==> src/rtl/button_event_decoder.sv <==
// ----------------------------------------------------------------------------
// button_event_decoder
//
// Turns the clean, debounced level of one push-button into gesture events for
// the menu and mode-control FSMs. A press is classified once it is complete:
// a short press (released, then no second press within the gap window), a
// long press (held for LONG_CYCLES), or a double click (second press started
// inside the gap window). Raw edge pulses are also provided.
//
// Parameters:
//   LONG_CYCLES  cycles after the rise pulse until long_press fires (>= 2)
//   GAP_CYCLES   cycles after the fall pulse within which a new press counts
//                as a double click; otherwise short_press fires (>= 2)
//
// Ports:
//   clk           in   system clock
//   reset_n       in   asynchronous active-low reset
//   btn           in   debounced button level, 1 = pressed, synchronous to clk
//   rise          out  one-cycle pulse on the 0->1 edge of btn
//   fall          out  one-cycle pulse on the 1->0 edge of btn
//   short_press   out  one-cycle pulse, single short press confirmed
//   long_press    out  one-cycle pulse, press held for LONG_CYCLES
//   double_click  out  one-cycle pulse, second press inside the gap window
//   held          out  level, high while a long press is still being held
//
// All outputs are registered.
// ----------------------------------------------------------------------------
module button_event_decoder #(
  parameter int unsigned LONG_CYCLES = 50_000_000,
  parameter int unsigned GAP_CYCLES  = 30_000_000
) (
  input  logic clk,
  input  logic reset_n,
  input  logic btn,
  output logic rise,
  output logic fall,
  output logic short_press,
  output logic long_press,
  output logic double_click,
  output logic held
);

  localparam int unsigned MAX_CYCLES = (LONG_CYCLES > GAP_CYCLES) ? LONG_CYCLES : GAP_CYCLES;
  localparam int unsigned CNT_W      = $clog2(MAX_CYCLES + 1);

  localparam logic [CNT_W-1:0] LONG_LAST = CNT_W'(LONG_CYCLES - 1);
  localparam logic [CNT_W-1:0] GAP_LAST  = CNT_W'(GAP_CYCLES - 1);
  localparam logic [CNT_W-1:0] CNT_MAX   = {CNT_W{1'b1}};

  typedef enum logic [2:0] {
    IDLE      = 3'd0,
    PRESS1    = 3'd1,
    LONG_HELD = 3'd2,
    GAP       = 3'd3,
    RELEASE   = 3'd4
  } state_t;

  state_t           state_q, state_d;
  logic [CNT_W-1:0] cnt_q, cnt_d;
  logic             btn_q;

  logic rise_q, fall_q, short_q, long_q, dbl_q, held_q;
  logic rise_d, fall_d, short_d, long_d, dbl_d, held_d;

  logic re, fe;

  always_comb begin
    re = btn & ~btn_q;
    fe = ~btn & btn_q;

    state_d = state_q;
    short_d = 1'b0;
    long_d  = 1'b0;
    dbl_d   = 1'b0;

    unique case (state_q)
      IDLE: begin
        if (re) state_d = PRESS1;
      end
      PRESS1: begin
        // Release beats the long threshold when both land on the same cycle.
        if (fe) begin
          state_d = GAP;
        end else if (cnt_q == LONG_LAST) begin
          long_d  = 1'b1;
          state_d = LONG_HELD;
        end
      end
      LONG_HELD: begin
        if (fe) state_d = IDLE;
      end
      GAP: begin
        // A new press beats the gap timeout when both land on the same cycle.
        if (re) begin
          dbl_d   = 1'b1;
          state_d = RELEASE;
        end else if (cnt_q == GAP_LAST) begin
          short_d = 1'b1;
          state_d = IDLE;
        end
      end
      RELEASE: begin
        // Second press of a double click never turns into a long press.
        if (fe) state_d = IDLE;
      end
      default: state_d = IDLE;
    endcase

    // Counter restarts on every state change; saturates rather than wraps.
    cnt_d = cnt_q;
    if (state_d != state_q) begin
      cnt_d = '0;
    end else if ((state_q == PRESS1 || state_q == GAP) && cnt_q != CNT_MAX) begin
      cnt_d = cnt_q + 1'b1;
    end

    rise_d = re;
    fall_d = fe;
    held_d = (state_d == LONG_HELD);
  end

  always_ff @(posedge clk or negedge reset_n) begin
    if (!reset_n) begin
      state_q <= IDLE;
      cnt_q   <= '0;
      btn_q   <= 1'b0;
      rise_q  <= 1'b0;
      fall_q  <= 1'b0;
      short_q <= 1'b0;
      long_q  <= 1'b0;
      dbl_q   <= 1'b0;
      held_q  <= 1'b0;
    end else begin
      state_q <= state_d;
      cnt_q   <= cnt_d;
      btn_q   <= btn;
      rise_q  <= rise_d;
      fall_q  <= fall_d;
      short_q <= short_d;
      long_q  <= long_d;
      dbl_q   <= dbl_d;
      held_q  <= held_d;
    end
  end

  assign rise         = rise_q;
  assign fall         = fall_q;
  assign short_press  = short_q;
  assign long_press   = long_q;
  assign double_click = dbl_q;
  assign held         = held_q;

endmodule

==> config.mk <==
export PLATFORM = sky130hd
export DESIGN_NAME = button_event_decoder
export DESIGN_NICKNAME = d
export VERILOG_FILES = /design/src/rtl/button_event_decoder.sv
export SDC_FILE = /design/constraint.sdc
export NUM_CORES = 1
export LEC_CHECK = 0
export CORE_UTILIZATION = 60
export CTS_CLUSTER_SIZE = 20
export DETAILED_ROUTE_END_ITERATION = 6
export GPL_TIMING_DRIVEN = 1
export PLACE_DENSITY = 0.84
export SYNTH_ARGS = -nofsm -noshare
export SYNTH_HDL_FRONTEND = slang
export SYNTH_SLANG_ARGS = --single-unit
==> constraint.sdc <==
create_clock -name clk -period 5.4 [get_ports clk]
set_input_delay 0.54 -clock clk [delete_from_list [all_inputs] [get_ports clk]]
set_output_delay 0.54 -clock clk [all_outputs]
set_load 0.005 [all_outputs]
======== Word level (Yosys, flattened, before mapping) ========
Cells that the tools add are included.
word-level totals
  register bits after elaboration ......... 36
  output and inout port bits .............. 6
  word-level logic and storage cells ...... 45
  input port bits ......................... 3
cells by class
  equal/unequal tests ..................... 9
  mux-type cells .......................... 17
  $add $sub $neg .......................... 1
  bitwise gates (word level) .............. 4
  reductions and logical operators ........ 5
operators by type and width
  kind                     count
  $mux W26                 2
  $add A26 B1 Y26 const B  1
  $eq A26 B25 Y1 const B   1
  $eq A26 B26 Y1 const B   1
  $ne A26 B26 Y1 const B   1
  $mux W3                  6
  $pmux W3 S4              1
  $eq A3 B2 Y1 const B     3
  $mux W1                  8
  $eq A3 B1 Y1 const B     1
  $eq A3 B3 Y1 const B     1
  $logic_not A3 Y1         1
  $ne A3 B3 Y1             1
  $and A1 B1 Y1            2
  $not A1 Y1               2
  $reduce_bool A2 Y1       1
  $reduce_or A2 Y1         1
  $logic_and A1 B1 Y1      1
  $logic_or A1 B1 Y1       1

======== Longest topological paths before layout ========
Gate-level depths: netlist of run 1.
  depth after elaboration ................. 6
  gate-level depth with buffers ........... 9

======== Least setup slack after synthesis of run 1 ========
No wires, ideal clock.
  path kind ............................... register -> register
  start ................................... register cnt_q[20]
  end ..................................... register cnt_q[11]
  clock period less this slack ............ 2.068 ns
  data required time ...................... 5.270 ns
  buffers on the path ..................... 1
  arrival ................................. 1.938 ns
  stages on the path, launching flop included .. 7
  setup slack ............................. 3.332 ns
  cells stage by stage .................... dfrtp_1 or4b_1 nor4_2 a311oi_1 o32ai_4 buf_4 a21oi_1
between the ends
  word-level cells in the longest chain between the ends .. 6
  elaborated cells on any way between the ends .. 12
ends and longest elaborated chain
  item                                              line    RTL
  start, declared                                   59      logic [CNT_W-1:0] cnt_q, cnt_d;
  start signal, assigned                            135     cnt_q <= cnt_d;
  $eq A26 B25 Y1 or $eq A26 B26 Y1 (tied branches)  97, 84
  $mux W3 (on tied branches)                        97, 84
  $mux W3 (on tied branches)                        94, 82
  $pmux W3 S4                                       76      unique case (state_q)
  $ne A3 B3 Y1                                      111     if (state_d != state_q) begin
  $mux W26 or $reduce_bool A2 Y1 (tied branches)    --
Parallel ways exist; a longest one is shown, timed or not.
A chain may end at the register's enable or synchronous reset.

======== Worst setup path after layout of run 1 ========
  start ................................... register cnt_q[20]
  end ..................................... register cnt_q[22]
Same word-level chain as after synthesis.

==> impl_metrics.toml, run 1 <==
[run_status]
status = "complete, no violations"

[logic_synthesis]
synthDistinctLibCells = 51
yosysTopAreaCellShare_pct = 42.4
syn_area_sq_um = 2120
synthCells = 227
synth_area_leaders = "dfrtp_1 (42%), or4_1 (4.2%), a21oi_1 (4.0%), nand3_1 (3.5%), nor2_1 (3.5%)"
synth_edf_count = 0
ys_warn_count = 0
synth.avg_cell_area_sq_um = 9.36
synth_flop_cell = "dfrtp_1"
synth.most_common_cell = "dfrtp_1"
yosysTopAreaCell = "dfrtp_1"
synthArstFlopShare_pct = 100
syn-num-nets = 231
synth-seq-area-share_pct = 42.4
synth_common_cells = "dfrtp_1 (36), nor2_1 (20), a21oi_1 (17)"
synth-seq-cells = 36

[sta]
finalSetupTns_ns = 0
rsz0062_at_grt = "false"
max_freq_mhz = 374
max_slew_margin_pct = 32.7
period_minus_slack_ns = 2.67
period_share_pct = 49.5
worst_pin_slew_ns = 1.01
drv_slew = 0
hold_viol_final = 0
fin_skew_ns = 0.00265
setup_viol = 0

[detailed_routing]
wire_per_inst_um = 15.4
drt_iter0_markers = 148
drt-vias-per-instance = 6.36
dr.pass1.iters = 4
finalWirelength_um = 4250
drc_errors = 0
vias = 1755
drtAntennaViolNets = 0

[clocking]
cts_setup_buffers = 0
clkSinkCount = 36
clock_latency_ns = 0.34
cts_tree = "done"
cts.clk_slew.worst_paths_ns = 0.10
cts_root_buf = "clkbuf_4"
numCtsBuffers = 5
ctsResizeCount = 0
clockBufferDepth = 2
hold_buffers = 0
htreeDepth = 2

[placement]
dpl-instance-area_sq_um = 2170
io_buffers = 8
gp_congestion = 0.920
dp_hpwl_um = 2930

[floorplan]
io_pins = 9
start_util_pct = 63.2
die_w_um = 61.5
dieHeight_um = 61.5
rows = 21
core_area_sq_um = 3360
die_area_sq_um = 3780

[pwr]
comb_power_share_pct = 31.4
p_clk_share_pct = 21.9
switching_share_pct = 38.3
p_sw_mw = 0.259
pwr-share-seq_pct = 46.7
p_leak_nw = 0.819
irDropWorstVdd_v = 0.000182
pwr_density_cell_nw_per_um2 = 304
internal_power_mw = 0.417

[global_route]
grt_use_total_pct = 26.5
antenna_found_initial = 0
grt_pass1_vias = 1556
grt_remaining_overflow = 0
grt_max_degree = 37
grt_pass1_wl_um = 7230

[job]
drv_cap = 0

[finish]
design_area_sq_um = 2230
area_growth_pct = 4.77
nets = 233
layout-drive-gt1-share_pct = 6.09
antenna_cells = 0
fillCellCount = 283

[critical_path]
path_class = "flip-flop to flip-flop"
endpoint_kind = "flip-flop"
cp_cell_sequence = "or4b_1 > nor4_2 > a311oi_1 > o32ai_4 > nor2_1"
path_buf_inv = 0
worstSetupStartpointType = "flip-flop"
cpMaxStageDelayCell = "o32ai_4"
path_delay_family = "compound AO/OA/AOI/OAI gates"
cp.arrival_ns = 2.86
r2r_setup_slack_ns = 2.73
crit_fanout = 26
cp.required_ns = 5.59
cp_slowest_stage_delay_ns = 0.89

[hold_path]
hp-class = "input pin to asynchronous set/reset pin"
cells by family (layout without fill, tap and decap cells):
family	Yosys count	count (layout)	share of synthesized area (%)
flops	36	36	42.4
compound gates	44	44	14.5
fa+ha+maj	2	2	1.06
simple gates	111	111	30.9
buf+inv	21	24	5.65
mux	1	1	0.471
xor+xnor	12	12	4.95
cell type report:
class | count | area [sq um] | area share, %
Clock buffer | 8 | 58.8 | 2.64
Inverter | 8 | 30.0 | 1.35
Multi-Input combinational cell | 170 | 1100 | 49.6
Sequential cell | 36 | 901 | 40.5
Tap cell | 46 | 57.6 | 2.59
Timing Repair Buffer | 8 | 75.1 | 3.37
routing by layer:
metal	vias to the layer above	wire length, um	GRT usage (%)
met4	0	99	11.1
li1	858	-	-
met2	58	1890	39.8
met5	-	0	0
met1	829	2000	36.6
met3	10	262	6.51
registers in the layout (all words and copies together), names as in the netlist:
register / flops
long_press: 1
held: 1
btn_q: 1
double_click: 1
state_q: 3
rise: 1
fall: 1
cnt_q: 26
short_press: 1
worst reg2reg max path: stages (launching register included):
cell and delay (ns):
dfrtp_1 0.46, or4b_1 0.60, nor4_2 0.23, a311oi_1 0.20, o32ai_4 0.89, nor2_1 0.14
stage by stage:
stage	worst slack, ns	utilization, %	hold WS (ns)	power [mW]	cells
4_1_cts	2.75	66.2	0.265	0.683	276
2_1_floorplan	3.33	-	0.244	0.513	227
3_3_place_gp	2.85	64.4	0.532	0.531	268
3_5_place_dp	2.76	64.4	0.551	0.535	268
5_1_grt	2.59	66.2	0.313	0.722	276
6_report	2.73	66.2	0.264	0.676	276
power groups by stage:
stage	clock (mW)	sequential (mW)	combinational (mW)
6_report	0.148	0.316	0.212
5_1_grt	0.164	0.320	0.238
4_1_cts	0.155	0.315	0.214
3_5_place_dp	0	0.321	0.214
3_3_place_gp	0	0.321	0.210
2_1_floorplan	0	0.306	0.206
cell usage in the layout (no fill, tap or decap), drive strengths merged, types with 4 or more instances in the layout:
| cell type | n |
|---|---|
| nor2 | 20 |
| inv | 8 |
| or3 | 4 |
| o21ai | 5 |
| a21oi | 17 |
| o31ai | 9 |
| dfrtp | 36 |
| nand2 | 12 |
| nand3 | 15 |
| clkdlybuf4s50 | 7 |
| nor4 | 9 |
| nand4 | 8 |
| xnor2 | 4 |
| xor2 | 8 |
| or4 | 12 |
| clkbuf | 8 |
| nor3 | 6 |
final timing paths:
check                           from  cells after the start    endpoint
min in group clk               btn_q                      1  state_q[2]
hold / removal               reset_n                      1   cnt_q[21]
max in group asynchronous    reset_n                      1    cnt_q[6]
hold reg to reg                btn_q                      1  state_q[2]
setup reg to reg           cnt_q[20]                      5   cnt_q[22]
setup / recovery           cnt_q[20]                      5   cnt_q[22]
Power figures use the tool's default switching activity.
==> run 2, diff against run 1 <==
--- a/config.mk
+++ b/config.mk
@@ -5,11 +5,11 @@
 export SDC_FILE = /design/constraint.sdc
 export NUM_CORES = 1
 export LEC_CHECK = 0
-export CORE_UTILIZATION = 60
+export CORE_UTILIZATION = 54
 export CTS_CLUSTER_SIZE = 20
 export DETAILED_ROUTE_END_ITERATION = 6
 export GPL_TIMING_DRIVEN = 1
-export PLACE_DENSITY = 0.84
+export PLACE_DENSITY = 0.8
 export SYNTH_ARGS = -nofsm -noshare
 export SYNTH_HDL_FRONTEND = slang
 export SYNTH_SLANG_ARGS = --single-unit
==> constraint.sdc (replaced) <==
create_clock -name clk -period 2.15 [get_ports clk]
set_input_delay 0.215 -clock clk [delete_from_list [all_inputs] [get_ports clk]]
set_output_delay 0.215 -clock clk [all_outputs]
set_load 0.005 [all_outputs]
==> run 2 against run 1 <==
  * The run now ends with negative hold slack left
  * Combinational power rose to 3.5 times the previous value
  * Power rose to 3.0 times the previous value
  * Worst setup slack got worse by 2.7 ns
  * First-iteration DRC count fell by 7.4%
  * Final cell count rose by 8.7%
  * Flip-flop and latch count did not move
==> impl_metrics.toml, run 2 (synthesized netlist as in run 1, its figures left out) <==
[run_status]
status = "finished, violations left"
violations = "negative hold slack"

[pwr]
p_leak_nw = 0.953
pwr_density_cell_nw_per_um2 = 827
irDropWorstVdd_v = 0.000472

[detailed_routing]
drtAntennaViolNets = 0
drc_errors = 0
wire_per_inst_um = 16.0
drt-vias-per-instance = 6.22
dr.pass1.iters = 4
finalWirelength_um = 4790
drt_iter0_markers = 137
vias = 1867

[clocking]
cts.clk_slew.worst_paths_ns = 0.07
cts_root_buf = "clkbuf_8"
ctsResizeCount = 0
clkSinkCount = 36
htreeDepth = 2
clock_latency_ns = 0.29
hold_buffers = 0
cts_tree = "done"
clockBufferDepth = 2
numCtsBuffers = 5
cts_setup_buffers = 0

[critical_path]
endpoint_kind = "flip-flop"
cp-startpoint = "cnt_q[21]"
path_buf_inv = 1
path_delay_family = "simple AND/OR/NAND/NOR gates"
crit_fanout = 14
cp_slowest_stage_delay_ns = 0.60
cp.required_ns = 2.31
r2r_start = "cnt_q[21]"
cp.arrival_ns = 2.24
worstSetupStartpointType = "flip-flop"
path_class = "flip-flop to flip-flop"
cp_cell_sequence = "or4b_1 > nor4_4 > a311oi_2 > o32ai_4 > buf_6 > a21oi_1"
cpMaxStageDelayCell = "or4b_1"

[global_route]
grt_max_degree = 37
grt_pass1_wl_um = 8020
grt_pass1_vias = 1721
grt_remaining_overflow = 0
antenna_found_initial = 0
grt_use_total_pct = 25.8

[sta]
finalSetupTns_ns = 0
hold_ws_ns = -0.00653
period_minus_slack_ns = 2.07
fin_skew_ns = 0.00518
hold_viol_final = 6
drv_slew = 0
max_slew_margin_pct = 49.2
setup_viol = 0
max_freq_mhz = 482
period_share_pct = 96.4
worst_pin_slew_ns = 0.762

[floorplan]
io_pins = 9
start_util_pct = 57.2
rows = 22
die_w_um = 64.7
dieHeight_um = 64.7
die_area_sq_um = 4190
core_area_sq_um = 3720

[hold_path]
hp-class = "input pin to asynchronous set/reset pin"

[finish]
nets = 256
antenna_cells = 0
final_core_util_pct = 66.3
fillCellCount = 312
layout-drive-gt1-share_pct = 16.3
largest_reg_flops = 26
area_growth_pct = 16.0
top_regs = "cnt_q x26, state_q x3"
regMostFlops = "cnt_q"
layout_commonest_cell = "dfrtp_1"
mostFrequentLayoutCells = "dfrtp_1 (34), buf_4 (21), nor2_1 (20), a21oi_1 (17), nand3_1 (15)"
design_area_sq_um = 2460

[placement]
dp_hpwl_um = 3480
gp_congestion = 0.894
io_buffers = 8
dpl-instance-area_sq_um = 2340

[job]
drv_cap = 0
run 2: cell types whose count changed in the layout (fill, tap and decap cells not counted), sizes merged:
cell | previous run | this run
buf | 1 | 24
clkbuf | 8 | 7
run 2: routing by layer:
layer  GRT usage [%]  share of wire [%]  wire length (um)
met5               0                  0                 0
met4            11.7                2.6               125
met3            6.16                6.3               300
met2            38.2                 46              2200
met1            35.5                 45              2160
run 2: power by group:
group / switching, mW / total [mW] / leakage, nW / internal (mW)
logic: 0.444 / 0.750 / 0.413 / 0.305
registers: 0.0446 / 0.770 / 0.489 / 0.725
clock network: 0.233 / 0.518 / 0.0503 / 0.285
total: 0.722 / 2.04 / 0.953 / 1.32
run 2: stage by stage:
step / cells / total power [mW] / hold WS (ns) / setup WS, ns
2_1_floorplan: 227 / 1.29 / -0.0806 / 0.0822
3_3_place_gp: 293 / 1.48 / 0.326 / 0.0946
3_5_place_dp: 293 / 1.50 / 0.338 / 0.0669
4_1_cts: 300 / 2.02 / 0.0226 / 0.0632
5_1_grt: 300 / 2.15 / 0.0630 / -0.00402
6_report: 300 / 2.04 / -0.00653 / 0.0765
run 2: cell type report:
| type | count | area (sq um) | area share [%] |
|---|---|---|---|
| flip-flops and latches | 36 | 903 | 36.7 |
| well taps | 48 | 60.1 | 2.44 |
| inverters | 8 | 30.0 | 1.22 |
| clock buffers | 7 | 96.3 | 3.91 |
| multi-input cells | 170 | 1120 | 45.4 |
| repair buffers | 31 | 255 | 10.4 |
run 2: path summary, 6_finish.rpt:
| check | cells past startpoint | endpoint | slack, ns |
|---|---|---|---|
| min | 1 | cnt_q[23] | -0.007 |
| min reg2reg | 2 | cnt_q[1] | 0.56 |
| max | 6 | cnt_q[23] | 0.08 |
| max in group asynchronous | 1 | cnt_q[16] | 1.62 |
| min in group clk | 1 | btn_q | 0.45 |
| max reg2reg | 6 | cnt_q[23] | 0.08 |
==> run 3, diff against run 2 <==
--- a/config.mk
+++ b/config.mk
@@ -5,11 +5,12 @@
 export SDC_FILE = /design/constraint.sdc
 export NUM_CORES = 1
 export LEC_CHECK = 0
-export CORE_UTILIZATION = 54
+export ABC_CLOCK_PERIOD_IN_PS = 2500
+export CORE_UTILIZATION = 60
 export CTS_CLUSTER_SIZE = 20
 export DETAILED_ROUTE_END_ITERATION = 6
 export GPL_TIMING_DRIVEN = 1
-export PLACE_DENSITY = 0.8
+export PLACE_DENSITY = 0.84
 export SYNTH_ARGS = -nofsm -noshare
 export SYNTH_HDL_FRONTEND = slang
 export SYNTH_SLANG_ARGS = --single-unit
==> constraint.sdc (replaced) <==
create_clock -name clk -period 2.5 [get_ports clk]
set_input_delay 0.5 -clock clk [delete_from_list [all_inputs] [get_ports clk]]
set_output_delay 0.5 -clock clk [all_outputs]
set_load 0.005 [all_outputs]
==> run 3 against run 2 <==
  * The flow now finishes without violations
  * Clock power fell by 44%
  * Via count grew 1.3%
  * Largest power group unchanged
  * Die area shrank 9.7%
  * Flip-flop and latch count did not move
  * Combinational power shrank 17%
  * Worst setup slack gained 0.080 ns
  * Sequential power down 12%
  * Core utilization increased by 3.8 points
  * Non-clock buffer count is 9 lower
==> impl_metrics.toml, run 3 (synthesized netlist as in run 1, its figures left out) <==
[sta]
drv_slew = 0
period_minus_slack_ns = 2.34
max_freq_mhz = 427
finalSetupTns_ns = 0
worst_pin_slew_ns = 0.820
hold_ws_ns = 0.224
setup_viol = 0
fin_skew_ns = 0.00882
rsz0062_at_grt = "false"
period_share_pct = 93.7
max_slew_margin_pct = 45.0
hold_viol_final = 0

[critical_path]
crit_fanout = 13
r2r-end = "cnt_q[19]"
path_class = "flip-flop to flip-flop"
cp.arrival_ns = 2.54
worstSetupStartpointType = "flip-flop"
endpoint_kind = "flip-flop"
cp-endpoint = "cnt_q[19]"
cp-startpoint = "cnt_q[20]"
r2r_start = "cnt_q[20]"
cp.required_ns = 2.69
r2r_setup_slack_ns = 0.16
worstRegToRegCells = 5

[finish]
largest_reg_flops = 26
antenna_cells = 0
regMostFlops = "cnt_q"
layout_commonest_cell = "dfrtp_1"
final_cell_count_no_fill = 290
layout-drive-gt1-share_pct = 11.9
top_regs = "cnt_q x26, state_q x3"
area_growth_pct = 11.0
fillCellCount = 296
nets = 248
mostFrequentLayoutCells = "dfrtp_1 (36), nor2_1 (20), a21oi_1 (17), nand3_1 (15), buf_4 (13)"

[clocking]
numCtsBuffers = 5
cts_tree = "done"
cts_root_buf = "clkbuf_4"
clockBufferDepth = 2
cts_setup_buffers = 0
clock_latency_ns = 0.34
hold_buffers = 0
cts.clk_slew.worst_paths_ns = 0.11
clkSinkCount = 36
htreeDepth = 2

[run_status]
status = "complete, no violations"

[detailed_routing]
finalWirelength_um = 5050
drtAntennaViolNets = 0
drt-vias-per-instance = 6.52
wire_per_inst_um = 17.4
drc_errors = 0
dr.pass1.iters = 4
drt_iter0_markers = 103
vias = 1892

[hold_path]
hp-class = "input pin to asynchronous set/reset pin"

[pwr]
p_leak_nw = 0.895
pwr_density_cell_nw_per_um2 = 676
irDropWorstVdd_v = 0.000364

[floorplan]
die_area_sq_um = 3780
die_w_um = 61.5
dieHeight_um = 61.5
rows = 21
start_util_pct = 63.2
core_area_sq_um = 3360
io_pins = 9

[global_route]
met3_usage_pct = 7.35
grt_max_degree = 37
globalRoute.busiestLayer = "met2"
grt_pass1_wl_um = 8120
use_met1_pct = 38.9
grt_use_total_pct = 29.7
antenna_found_initial = 0
grt_pass1_vias = 1748
grt_use_met2_pct = 47.0
grt_remaining_overflow = 0

[placement]
dp_cells = 282
io_buffers = 8
gp_congestion = 0.909
dp_hpwl_um = 3470

[job]
drv_cap = 0
## run 3: changes by cell type in the layout (fill, tap and decap cells not counted), moves of 2 or more
cell,previous run,this run
clkbuf_8,7,0
buf_4,21,13
dfrtp_2,2,0
dfrtp_1,34,36
buf_6,2,0
clkbuf_4,0,5
## run 3: worst min-delay path by stage
stage	from	endpoint	slack, ns
floorplan	reset_n	btn_q	0.20
global placement	cnt_q[1]	cnt_q[1]	0.53
detailed placement	btn_q	state_q[2]	0.56
CTS	reset_n	cnt_q[23]	0.25
global route	reset_n	cnt_q[13]	0.28
finish	reset_n	cnt_q[22]	0.22
## run 3: metal layers
metal  up-vias  routed length [um]
met5         -                   0
met4         0                 106
met3        13                 325
met2        83                2450
met1       906                2160
li1        890                   -
## run 3: what timing repair did
item	4_1_cts	5_1_grt
cloned	1	0
pin swaps	1	0
resized for setup	1	1
setup endpoints to repair	26	15
## run 3: metrics by stage
stage,utilization (%),cell area (sq um),total power [mW],setup WS (ns)
after global routing,70.1,2360,1.68,0.00633
final,70.1,2360,1.59,0.157
after CTS,70.1,2360,1.59,0.106
after floorplan,-,2120,1.11,0.432
after detailed placement,67.9,2280,1.23,-0.0979
after global placement,67.9,2280,1.22,-0.0130
## run 3: critical path, cell delays in order, from the launching register on
cell and delay (ns):
dfrtp_1 0.39, or4b_1 0.56, nor4_2 0.23, a311oi_1 0.28, o32ai_4 0.64, a21oi_1 0.08
## run 3: area by class of cell
type / count / area (sq um) / area share, %
tap: 46 / 57.6 / 2.44
multi-input combinational: 171 / 1130 / 48.0
inverter: 8 / 30.0 / 1.27
timing repair buffer: 22 / 193 / 8.17
clock buffer: 6 / 41.3 / 1.75
sequential: 36 / 901 / 38.2
clock inverter: 1 / 5.00 / 0.212
## run 3: report_power, final
part	internal (mW)	leakage, nW	switching, mW
clock network	0.104	0.0281	0.186
registers	0.623	0.493	0.0558
logic	0.218	0.374	0.408
